`config.mk`:
```
export PLATFORM = sky130hd
export DESIGN_NAME = fwd_hazard_unit
export DESIGN_NICKNAME = d
export VERILOG_FILES = /design/src/rtl/fwd_hazard_unit_pkg.sv /design/src/rtl/fwd_hazard_unit_mc_scoreboard.sv /design/src/rtl/fwd_hazard_unit.sv
export SDC_FILE = /design/constraint.sdc
export NUM_CORES = 1
export LEC_CHECK = 0
export CAP_MARGIN = 40
export CORE_MARGIN = 5
export CORE_UTILIZATION = 40
export CTS_BUF_LIST = sky130_fd_sc_hd__clkbuf_16
export DETAILED_ROUTE_END_ITERATION = 16
export PLACE_DENSITY = 0.77
export SLEW_MARGIN = 10
export SYNTH_ARGS = -nofsm -noshare
export SYNTH_HDL_FRONTEND = slang
export SYNTH_SLANG_ARGS = --single-unit
```
`constraint.sdc`:
```
create_clock -name clk -period 3.6 [get_ports clk]
set_input_delay 0.9 -clock clk [delete_from_list [all_inputs] [get_ports clk]]
set_output_delay 0.9 -clock clk [all_outputs]
set_load 0.02 [all_outputs]
```
`src/rtl/fwd_hazard_unit_pkg.sv`:
```
// Shared constants for the pipeline forwarding and hazard logic.
package hazard_pkg;

  // Default architectural register address width (32 registers).
  localparam int DEFAULT_REG_AW = 5;

  // Operand source selects driven to the EX and ID-branch operand muxes.
  localparam logic [1:0] FWD_REG   = 2'b00;
  localparam logic [1:0] FWD_EXMEM = 2'b01;
  localparam logic [1:0] FWD_MEMWB = 2'b10;

  // Width of the multi-cycle latency counter; latencies up to 15 fit.
  localparam int MC_CNT_W = 4;

endpackage

```
`src/rtl/fwd_hazard_unit_mc_scoreboard.sv`:
```
// Single-entry scoreboard tracking the outstanding MUL/DIV result.
module mc_scoreboard
  import hazard_pkg::*;
#(
  parameter int REG_AW = DEFAULT_REG_AW,
  parameter int MC_LAT = 4
) (
  input  logic              clk,
  input  logic              rst_n,
  input  logic              issue,
  input  logic [REG_AW-1:0] issueRd,
  output logic              mcBusy,
  output logic              mcDone,
  output logic [REG_AW-1:0] mcRd
);

  localparam logic [MC_CNT_W-1:0] LAT = MC_CNT_W'(MC_LAT);

  logic [MC_CNT_W-1:0] mcCnt;

  // Count down the outstanding op; a new issue is only taken when idle.
  always_ff @(posedge clk or negedge rst_n) begin
    if (!rst_n) begin
      mcCnt  <= '0;
      mcRd   <= '0;
      mcDone <= 1'b0;
    end else begin
      mcDone <= (mcCnt == MC_CNT_W'(1));
      if (mcCnt != '0) begin
        mcCnt <= mcCnt - 1'b1;
      end else if (issue) begin
        mcCnt <= LAT;
        mcRd  <= issueRd;
      end
    end
  end

  assign mcBusy = (mcCnt != '0);

endmodule

```
`src/rtl/fwd_hazard_unit.sv`:
```
// Forwarding selects, pipeline interlocks and stall statistics for the
// 5-stage RV32 pipeline.
module fwd_hazard_unit
  import hazard_pkg::*;
#(
  parameter int REG_AW = DEFAULT_REG_AW,
  parameter int MC_LAT = 4,
  parameter int CNT_W  = 16
) (
  input  logic              clk,
  input  logic              rst_n,
  input  logic [REG_AW-1:0] id_rs1,
  input  logic [REG_AW-1:0] id_rs2,
  input  logic              id_use_rs1,
  input  logic              id_use_rs2,
  input  logic              id_is_branch,
  input  logic              id_is_mc,
  input  logic [REG_AW-1:0] id_rd,
  input  logic              ex_valid,
  input  logic              ex_regwrite,
  input  logic              ex_memread,
  input  logic              ex_is_mc,
  input  logic [REG_AW-1:0] ex_rs1,
  input  logic [REG_AW-1:0] ex_rs2,
  input  logic [REG_AW-1:0] ex_rd,
  input  logic              mem_regwrite,
  input  logic              mem_memread,
  input  logic [REG_AW-1:0] mem_rd,
  input  logic              wb_regwrite,
  input  logic [REG_AW-1:0] wb_rd,
  input  logic              flush,
  input  logic              stat_clr,
  output logic [1:0]        fwd_a,
  output logic [1:0]        fwd_b,
  output logic [1:0]        fwd_c,
  output logic [1:0]        fwd_d,
  output logic              stall,
  output logic              bubble_ex,
  output logic              mc_busy,
  output logic              mc_done,
  output logic [REG_AW-1:0] mc_rd,
  output logic [CNT_W-1:0]  stall_count
);

  logic sMc;
  logic sLu;
  logic sBr;
  logic stallInt;
  logic mcIssue;

  // Youngest producer wins: MEM/WB only when MEM/EX does not match.
  function automatic logic [1:0] fwdSel(input logic memWe, input logic [REG_AW-1:0] memRd,
                                        input logic wbWe, input logic [REG_AW-1:0] wbRd,
                                        input logic [REG_AW-1:0] src);
    if (memWe && (memRd != '0) && (memRd == src)) return FWD_EXMEM;
    if (wbWe && (wbRd != '0) && (wbRd == src)) return FWD_MEMWB;
    return FWD_REG;
  endfunction

  // True when register r is a real source actually read by the ID instruction.
  function automatic logic readsReg(input logic [REG_AW-1:0] r,
                                    input logic [REG_AW-1:0] rs1, input logic use1,
                                    input logic [REG_AW-1:0] rs2, input logic use2);
    return (r != '0) && ((use1 && (r == rs1)) || (use2 && (r == rs2)));
  endfunction

  // Operand selects; forced to the register file while in reset.
  always_comb begin
    fwd_a = FWD_REG;
    fwd_b = FWD_REG;
    fwd_c = FWD_REG;
    fwd_d = FWD_REG;
    if (rst_n) begin
      fwd_a = fwdSel(mem_regwrite, mem_rd, wb_regwrite, wb_rd, ex_rs1);
      fwd_b = fwdSel(mem_regwrite, mem_rd, wb_regwrite, wb_rd, ex_rs2);
      fwd_c = fwdSel(mem_regwrite, mem_rd, wb_regwrite, wb_rd, id_rs1);
      fwd_d = fwdSel(mem_regwrite, mem_rd, wb_regwrite, wb_rd, id_rs2);
    end
  end

  // Interlock sources; a flushed ID instruction is dead and never stalls.
  always_comb begin
    sMc = mc_busy && (readsReg(mc_rd, id_rs1, id_use_rs1, id_rs2, id_use_rs2) ||
                      ((id_rd != '0) && (id_rd == mc_rd)) || id_is_mc);
    sLu = ex_valid && ex_memread && readsReg(ex_rd, id_rs1, id_use_rs1, id_rs2, id_use_rs2);
    sBr = id_is_branch &&
          ((ex_valid && ex_regwrite && readsReg(ex_rd, id_rs1, id_use_rs1, id_rs2, id_use_rs2)) ||
           (mem_memread && readsReg(mem_rd, id_rs1, id_use_rs1, id_rs2, id_use_rs2)));
    stallInt = rst_n && (sMc || sLu || sBr) && !flush;
  end

  assign stall     = stallInt;
  assign bubble_ex = stallInt;
  assign mcIssue   = ex_valid && ex_is_mc && ex_regwrite && (ex_rd != '0);

  mc_scoreboard #(
    .REG_AW(REG_AW),
    .MC_LAT(MC_LAT)
  ) uScoreboard (
    .clk    (clk),
    .rst_n  (rst_n),
    .issue  (mcIssue),
    .issueRd(ex_rd),
    .mcBusy (mc_busy),
    .mcDone (mc_done),
    .mcRd   (mc_rd)
  );

  // Saturating stall-cycle counter; clear takes priority over counting.
  always_ff @(posedge clk or negedge rst_n) begin
    if (!rst_n) begin
      stall_count <= '0;
    end else if (stat_clr) begin
      stall_count <= '0;
    end else if (stallInt && (stall_count != '1)) begin
      stall_count <= stall_count + 1'b1;
    end
  end

endmodule

```
---- Word-level counts from Yosys, hierarchy flattened ----
Cells that the tools add are included.
word-level totals
  bits in latches ......................... 0
  RAM bits ................................ 0
  input port bits ......................... 55
  memory bits (read-only) ................. 0
  memories ................................ 0
  register bits ........................... 26
operators by class
  add/subtract/negate cells ............... 2
  eq/ne operators ......................... 15
  mux-type cells .......................... 44
  shift-type cells ........................ 0
  $mul .................................... 0
  order comparisons ....................... 0
  bitwise operators ....................... 1
  div/mod/pow operators ................... 0
  reduce and logical (&&, ||, !) cells .... 51
operators with widths
  operator                 number
  $eq A5 B5 Y1             13
  $mux W2                  20
  $logic_and A1 B1 Y1      33
  $mux W16                 2
  $reduce_bool A5 Y1       5
  $mux W1                  20
  $add A16 B1 Y16 const B  1
  $ne A16 B16 Y1 const B   1
  $logic_or A1 B1 Y1       8
  $mux W4                  2
  $eq A4 B1 Y1 const B     1
  $reduce_bool A2 Y1       2
  $reduce_bool A4 Y1       1
  $sub A4 B1 Y4 const B    1
  $reduce_and A2 Y1        1
  $logic_not A1 Y1         1
  $not A1 Y1               1

---- Longest topological paths before layout ----
Gate-level depths: netlist of the first run.
  depth after elaboration ................. 14
  depth in mapped cells ................... 9
  gate-level depth less buffers ........... 7

---- Cells and area by module ----
Synthesis of the first run repeated with hierarchy kept, for this count alone.
second synthesis, totals
  cell total of the unflattened synthesis .. 261
  area, all modules ....................... 2307.2 µm²
modules (own cells, without submodules)
  module           instances  area each (µm²)  sequential area each (µm²)  cells each
  fwd_hazard_unit  1          1890.6           400.4                       231
  mc_scoreboard    1          416.6            250.2                       30

---- Least setup slack after synthesis of the first run ----
Ideal clock, no wire load.
  kind .................................... in2out
  start point ............................. input port mem_rd[1]
  end point ............................... output port stall
  data required time ...................... 2700 ps
  data arrival time ....................... 2735 ps
  stages on the path ...................... 9
  setup slack ............................. -35 ps
  path through ............................ clkbuf_1 or4_1 nor2_1 nor2_1 a32oi_1 o311a_1 clkbuf_1 nor2_1 buf_4
between the ends
  cells in the longest elaborated chain, start to end .. 10
  elaborated cells on any way between the ends .. 13
ends and longest elaborated chain
  element                             line                   RTL
  start, declared                     fwd_hazard_unit.sv:28  input logic [REG_AW-1:0] mem_rd,
  $eq A5 B5 Y1                        fwd_hazard_unit.sv:64  return (r != '0) && ((use1 && (r == rs1)) || (use2 && (r == rs2)));
  $logic_and A1 B1 Y1                 fwd_hazard_unit.sv:64
  $logic_or A1 B1 Y1                  fwd_hazard_unit.sv:64
  $logic_and A1 B1 Y1 *               fwd_hazard_unit.sv:64
  $logic_and A1 B1 Y1 *               fwd_hazard_unit.sv:88  (mem_memread && readsReg(mem_rd, id_rs1, id_use_rs1, id_rs2, id_use_rs2)));
  $logic_or A1 B1 Y1 *                fwd_hazard_unit.sv:87  ((ex_valid && ex_regwrite && readsReg(ex_rd, id_rs1, id_use_rs1, id_rs2, id_use_rs2)) ||
  $logic_and A1 B1 Y1 *               fwd_hazard_unit.sv:86  sBr = id_is_branch &&
  $logic_or A1 B1 Y1 *                fwd_hazard_unit.sv:89  stallInt = rst_n && (sMc || sLu || sBr) && !flush;
  $logic_and A1 B1 Y1 * (2 in a row)  fwd_hazard_unit.sv:89
  end, declared                       fwd_hazard_unit.sv:37  output logic stall,
Mark *: on every way between the ends. The rest lies on a longest branch, timed or not.

---- Final worst setup path of the first run ----
  start point ............................. input port mem_rd[4]
  end point ............................... output port stall
The elaborated chain is that of the path after synthesis.

==> summary.md, run 1 <==
| Metric | Value |
|---|---|
| Largest net degree at the start of global routing | `34` |
| Gate Count Post-Synth | `between 200 and 300` |
| Max incr delay on CP | `0.54 ns` |
| Critical-path maximum fanout | `2` |
| Clock Path Buffers | `2` |
| Achievable clock frequency | `0.277 GHz` |
| Register area share after synthesis | `between 20% and 30%` |
| Max Slew Vio Count | `0` |
| Violation count after the first detailed-route iteration | `95` |
| Crit path max-delay cell type | `or4_4` |
| Area Growth Syn to Fin | `57.7%` |
| PortBufs | `87` |
| Total die area | `7310 sq um` |
| Worst Setup Slack, final | `-0.00578 ns` |
| Post-Syn Area | `about 2300 sq um` |
| CTS clk-pin slew, worst paths | `around 0.060 ns` |
| Max-capacitance violation count | `0` |
| Crit end category | `primary output` |
| Std cell rows | `27` |
| IO Count | `88` |
| Die width | `85.5 um` |
| Synth Flop Type | `dfrtp_1` |
| Post-layout instance area | `3600 sq um` |
| Dpl cell area | `3470 sq um` |
| Post-synth cell types | `39` |
| Vias in the first global route | `roughly 2400` |
| Mapped Nets | `approximately 320` |
| Layout fillers | `473` |
| Status | `complete, but fails checks` |
| Hold WC Path Type | `reg2reg` |
| Most frequent cell after synthesis | `xor2_1` |
| Core area | `5540 sq um` |
| Total CTS buffers | `3` |
| EDFF count, synth | `0` |
| Final WL | `7.49 mm` |
| Design Power | `~1.3 mW` |
| Setup Crit Path Kind | `in2out` |
| Top post-synthesis cells by count | `42 x xor2_1, 26 x dfrtp_1, 23 x xnor2_1` |
| Top cell type's share of synthesized area | `between 20% and 30%` |
| Initial antenna violation count | `1` |
| Failing checks | `negative setup slack` |
| Final nets | `436` |
| Via count | `between 2000 and 2500` |
| Root buffer cell | `clkbuf_16` |
| Asr flop ratio synth | `100%` |
| Worst skew pair latency | `0.26 ns` |
| Min Clock Period, post-route | `~3.6 ns` |
| Fin crit share | `100%` |
| Worst path cell trace | `dlygate4sd2_1 > or4_4 > nor2_2 > buf_4 > nor2_1 > a32oi_1 > o311a_4 > nor2_2 > buf_4` |
| Seq. cell area | `651 sq um` |
| Measured slew at the worst slew-check pin | `0.876 ns` |
| Synthesized area per cell | `8.67 sq um` |
| Final Skew | `0.00416 ns` |
| Largest cells by area after synthesis | `dfrtp_1 29%, xor2_1 16%, xnor2_1 8.8%` |
| Crit start category | `input port` |
| Hold Slack | `0.499 ns` |
| Pwr dens | `approximately 350 nW/um^2` |
| Die H | `85.5 um` |
| Post-route ant nets | `0` |
| Clock sink count | `26` |
| CP Data Required Time | `2.70 ns` |
| Final Hold Fails | `0` |
| YS warnings | `0` |
| DP HPWL | `5.66 mm` |
| Arrival time of the worst setup path | `2.71 ns` |
| CTS tree | `built` |
| Worst vdd ir | `0.254 mV` |
| GP Congestion | `0.967` |
| Vias/cell | `5.29` |
| Slew margin rel. | `41.4%` |
| CTS H-tree lvls | `1` |
| Area leader, netlist | `dfrtp_1` |
| Wire length per cell | `16.6 um` |
| Worst path top cell family by delay | `simple AND/OR/NAND/NOR gates` |
| First-pass GRT wire length | `about 12 mm` |
| Share of layout cells above drive strength 1 | `18.7%` |
| Fin util | `64.9%` |
| #FFs+latches synth | `26` |
| Drt drc | `0` |
| Setup Viol. Count Final | `2` |
| GRT overflow | `0` |
| Area occupied by multi-input gates | `1630 sq um` |
| Initial Util | `~41%` |
| Gr usage total | `19.9%` |
| Leakage Power | `1.53 nW` |
| WP buf/inv | `3` |
| DR pass1 iterations | `4` |
[state kept, by name, summed over array words and instances (netlist names)]
name,count
stall_count,16
uScoreboard.mcCnt,4
uScoreboard.mcDone,1
uScoreboard.mcRd,5
[placed cells by master, fill, tap and decap left out, drive strengths merged]
master	netlist	routed
dfrtp	26	26
mux2i	1	1
nor2b	13	13
and3	5	5
diode	0	1
xnor2	23	23
and4	3	3
dlymetal6s2s	0	2
clkinv	0	1
a21boi	1	1
nand2	14	14
nor3	14	14
nor4	10	10
a31oi	1	1
dlygate4sd2	0	21
nand4	3	3
inv	1	1
o211ai	1	1
a32oi	1	1
buf	4	47
and2	2	2
clkbuf	12	3
or2	1	1
nor3b	3	3
o21ai	8	8
nand2b	3	3
mux2	15	15
nand3	13	13
nor4b	2	2
or3	4	4
clkdlybuf4s50	0	58
a21oi	8	8
ha	1	1
xor2	42	42
o311a	1	1
or4	9	9
o31ai	1	1
a211o	1	1
nor2	16	16
[where the power goes]
group | switching [mW] | total (mW) | internal (mW)
registers | 0.0878 | 0.427 | 0.339
clock network | 0.103 | 0.252 | 0.149
logic | 0.278 | 0.576 | 0.298
[per-layer routing]
| metal | GRT usage [%] | up-vias | wire (um) |
|---|---|---|---|
| met2 | 32.5 | 75 | 3490 |
| met1 | 27.3 | 1142 | 3430 |
| li1 | - | 1162 | - |
| met3 | 3.94 | 10 | 468 |
| met5 | 0 | - | 0 |
| met4 | 4.03 | 0 | 97 |
[metrics by stage]
stage,std cells,setup TNS (ns),setup slack [ns]
after floorplan,263,0,0.0171
after global placement,445,-3.86,-0.612
after detailed placement,445,-4.06,-0.598
after CTS,450,0,0.00664
after global routing,452,-0.191,-0.0667
final,452,-0.0110,-0.00578
[final timing paths]
path | start | endpoint | slack (ns) | cells after the start
min in group asynchronous | rst_n | stall_count[7] | 1.13 | 2
worst max register to register | uScoreboard.mcRd[2] | stall_count[5] | 0.97 | 8
max in group asynchronous | rst_n | uScoreboard.mcDone | 2.17 | 2
worst min register to register | uScoreboard.mcCnt[3] | uScoreboard.mcDone | 0.50 | 1
worst min-delay path | uScoreboard.mcCnt[3] | uScoreboard.mcDone | 0.50 | 1
worst max-delay path | mem_rd[4] | stall | -0.006 | 9
[cell families after synthesis]
family / synth area share, %
buffers and inverters: 3.13
and+or+nand+nor: 29.0
muxes: 7.84
AOI/OAI and AO/OA: 5.98
adders and majority gates: 0.548
xor gates and xnor gates: 25.0
DFF: 28.5
[final cells by class]
class | instances | share of cell area [%]
multi-input cells | 220 | 45.3
clock inverters | 1 | 0.104
clock buffers | 3 | 2.09
well taps | 72 | 2.51
diodes | 1 | 0.0696
repair buffers | 128 | 31.8
flip-flops and latches | 26 | 18.1
inverters | 1 | 0.104
[repair_timing]
item                       in CTS  in global routing
buffers inserted                1                  1
hold buffers                    0                  0
pin swaps                      13                  7
setup endpoints to repair      10                  7
gates resized for setup        56                 12
No activity file was read; power rests on OpenSTA's default activity.
==> run 2: changes to the inputs <==
--- a/config.mk
+++ b/config.mk
@@ -10,6 +10,7 @@
 export CORE_UTILIZATION = 40
 export CTS_BUF_LIST = sky130_fd_sc_hd__clkbuf_16
 export DETAILED_ROUTE_END_ITERATION = 16
+export GPL_ROUTABILITY_DRIVEN = 1
 export PLACE_DENSITY = 0.77
 export SLEW_MARGIN = 10
 export SYNTH_ARGS = -nofsm -noshare
==> results of run 2 <==
The final DEF is identical to that of run 1; final timing and power are the same.
==> run 3: changes to the inputs <==
--- a/config.mk
+++ b/config.mk
@@ -9,9 +9,10 @@
 export CORE_MARGIN = 5
 export CORE_UTILIZATION = 40
 export CTS_BUF_LIST = sky130_fd_sc_hd__clkbuf_16
+export CTS_CLUSTER_DIAMETER = 120
 export DETAILED_ROUTE_END_ITERATION = 16
 export GPL_ROUTABILITY_DRIVEN = 1
-export PLACE_DENSITY = 0.77
+export PLACE_DENSITY = 0.88
 export SLEW_MARGIN = 10
 export SYNTH_ARGS = -nofsm -noshare
 export SYNTH_HDL_FRONTEND = slang
==> run 3 against run 2 <==
The flow now finishes without violations. Critical path depth fell by 1. Via count rose by 0.96%. Count of clock-buffer cells in the layout did not move. First-iteration DRC count rose by 41%. Fmax rose by 0.47%. Core utilization rose by 0.41 points. Largest power group unchanged.
==> summary.md, run 3 (same netlist as run 1, synthesis figures left out) <==
| Metric | Value |
|---|---|
| DP HPWL | `5.87 mm (+3.8%)` |
| Slew margin rel. | `42.8% (+1.4 points)` |
| Largest net degree at the start of global routing | `34 (unchanged)` |
| Placed cell count | `446 (+0.22%)` |
| Min Clock Period, post-route | `3.59 ns (-0.0170 ns)` |
| Area Growth Syn to Fin | `58.6%` |
| CP Data Required Time | `2.70 ns (about the same)` |
| Final Hold Fails | `0 (unchanged)` |
| Switching power share of the total | `37.3% (-0.038 points)` |
| Share of layout cells above drive strength 1 | `19.8% (+1.1 points)` |
| Initial antenna violation count | `0 (-1)` |
| Total die area | `7310 sq um (unchanged)` |
| Achievable clock frequency | `0.279 GHz (+0.47%)` |
| Registers with the most flip-flops | `stall_count x16, uScoreboard.mcRd x5, uScoreboard.mcCnt x4` |
| Post-Layout Cell Count | `451 (-0.22%)` |
| CTS clk-pin slew, worst paths | `0.06 ns (about the same)` |
| Seq pwr share | `33.9% (about the same)` |
| P_int | `0.797 mW (+1.4%)` |
| Max incr delay on CP | `0.40 ns (-0.14 ns)` |
| PortBufs | `87 (unchanged)` |
| Most frequent cells in the layout | `56 x clkdlybuf4s50_1, 42 x xor2_1, 42 x buf_4, 26 x dfrtp_1, 23 x xnor2_1` |
| Worst path top cell family by delay | `simple AND/OR/NAND/NOR gates` |
| Max FFs per register | `16 (unchanged)` |
| Root buffer cell | `clkbuf_16` |
| Setup Crit Path Kind | `in2out` |
| Net switching power | `0.475 mW (+1.2%)` |
| Combinational share of power | `47.0% (+1.1 points)` |
| Core area | `5540 sq um (unchanged)` |
| Vias/cell | `5.35 (+1.2%)` |
| First-pass GRT wire length | `12.0 mm (+1.5%)` |
| Most common cell after layout, fill and taps aside | `clkdlybuf4s50_1` |
| Std cell rows | `27 (unchanged)` |
| Hold Slack | `0.504 ns (+0.00485 ns)` |
| Vias in the first global route | `2481 (+2.6%)` |
| Setup Viol. Count Final | `0 (-2)` |
| Worst path cell trace | `dlygate4sd2_1 > xor2_1 > nor4_1 > a31oi_1 > and3_1 > o311a_4 > nor2_4 > buf_6` |
| Crit path max-delay cell type | `o311a_4` |
| WP buf/inv | `2 (-1)` |
| Final WL | `7.55 mm (+0.84%)` |
| Wire length per cell | `16.7 um (+1.1%)` |
| Final nets | `436 (unchanged)` |
| Worst skew pair latency | `0.26 ns (about the same)` |
| Drt drc | `0 (unchanged)` |
| Leakage Power | `1.52 nW (-0.11%)` |
| Post-route ant nets | `0 (unchanged)` |
| Gr usage total | `20.2% (+0.28 points)` |
| Crit start category | `input port` |
| Max-capacitance violation count | `0 (unchanged)` |
| Violation count after the first detailed-route iteration | `134 (+41%)` |
| Critical-path maximum fanout | `3 (+1)` |
| CTS H-tree lvls | `1 (unchanged)` |
| Crit end category | `primary output` |
| Biggest register | `stall_count` |
| Clock Path Buffers | `2 (unchanged)` |
| Fin crit share | `99.7% (-0.47 points)` |
| Diodes inserted | `0 (-1)` |
| Final Skew | `0.00705 ns (+0.00289 ns)` |
| Hold WC Path Type | `reg2reg` |
| CTS tree | `built` |
| Arrival time of the worst setup path | `2.69 ns (-0.02 ns)` |
| Initial Util | `41.2% (unchanged)` |
| Clock Power Share | `19.0% (-1.1 points)` |
| Total CTS buffers | `3 (unchanged)` |
| Measured slew at the worst slew-check pin | `0.855 ns (-0.0208 ns)` |
| Status | `finished clean` |
| IO Count | `88 (unchanged)` |
| Clock sink count | `26 (unchanged)` |
| Pwr dens | `352 nW/um^2 (+0.72%)` |
| DR pass1 iterations | `4 (unchanged)` |
| Die width | `85.5 um (unchanged)` |
| Die H | `85.5 um (unchanged)` |
| Via count | `2412 (+0.96%)` |
| GRT overflow | `0 (unchanged)` |
| Max Slew Vio Count | `0 (unchanged)` |
| GP Congestion | `0.992 (+2.6%)` |
| Worst vdd ir | `0.292 mV (+15%)` |
[run 3: cell types whose count changed in the layout (fill, tap and decap cells not counted), moves of 2 or more]
cell	change
clkdlybuf4s15_1	+3
nor4_2	+3
clkdlybuf4s50_1	-2
nor2_2	-2
nor2_4	+2
nor3_2	+2
nor4_1	-2
[run 3: worst register-to-register path: cells and delay by family (launching register included)]
family / cells / cell delay [ns]
AO/OA/AOI/OAI: 2 / 0.52
XOR/XNOR: 1 / 0.19
buffers and inverters: 1 / 0.21
flip-flops: 1 / 0.49
multiplexers: 1 / 0.35
AND/OR/NAND/NOR: 3 / 0.86
[run 3: metrics by stage]
step                worst slack, ns  total power [mW]  cell area (sq um)  util [%]  setup TNS, ns
floorplan                    0.0171             0.723               2280         -              0
global placement             -0.583             0.997               3470      62.7          -4.44
detailed placement           -0.681              1.01               3470      62.7          -4.77
CTS                          0.0130              1.26               3550      64.1              0
global route                -0.0322              1.35               3620      65.3        -0.0700
finish                       0.0112              1.27               3620      65.3              0
[run 3: power groups by stage]
stage / Clock [mW] / Sequential [mW] / Combinational [mW]
after floorplan: 0 / 0.453 / 0.269
after global placement: 0 / 0.432 / 0.565
after detailed placement: 0 / 0.435 / 0.579
after CTS: 0.252 / 0.429 / 0.580
after global routing: 0.269 / 0.438 / 0.639
final: 0.242 / 0.432 / 0.598
[run 3: final cells by class]
cell class | instances | area [sq um]
clock buffers | 3 | 75.1
clock inverters | 1 | 3.75
fillers | 436 | 1920
inverters | 1 | 3.75
multi-input cells | 220 | 1650
flip-flops and latches | 26 | 651
well taps | 72 | 90.1
repair buffers | 128 | 1150
[run 3: routing by layer]
metal	global-route usage [%]	up-vias	share of wire (%)
met4	4.60	0	1.3
met5	0	-	0
met3	4.71	9	8.1
met2	33.3	101	47
met1	26.7	1141	44
li1	-	1161	-
[run 3: final timing paths]
| kind | from | end | slack, ns | cells past startpoint |
|---|---|---|---|---|
| worst max-delay path | id_rs2[2] | bubble_ex | 0.01 | 8 |
| worst min-delay path | uScoreboard.mcCnt[3] | uScoreboard.mcDone | 0.50 | 1 |
| worst max register to register | uScoreboard.mcRd[4] | stall_count[5] | 0.87 | 8 |
| worst min register to register | uScoreboard.mcCnt[3] | uScoreboard.mcDone | 0.50 | 1 |
| max in group asynchronous | rst_n | stall_count[12] | 2.52 | 2 |
| min in group asynchronous | rst_n | stall_count[8] | 0.77 | 2 |
[run 3: timing repair]
action                                  CTS  global route
pin swaps                                10             7
setup buffers                             1             0
endpoints found under the setup margin   10             8
hold buffers                              0             0
gates resized for setup                  61            14
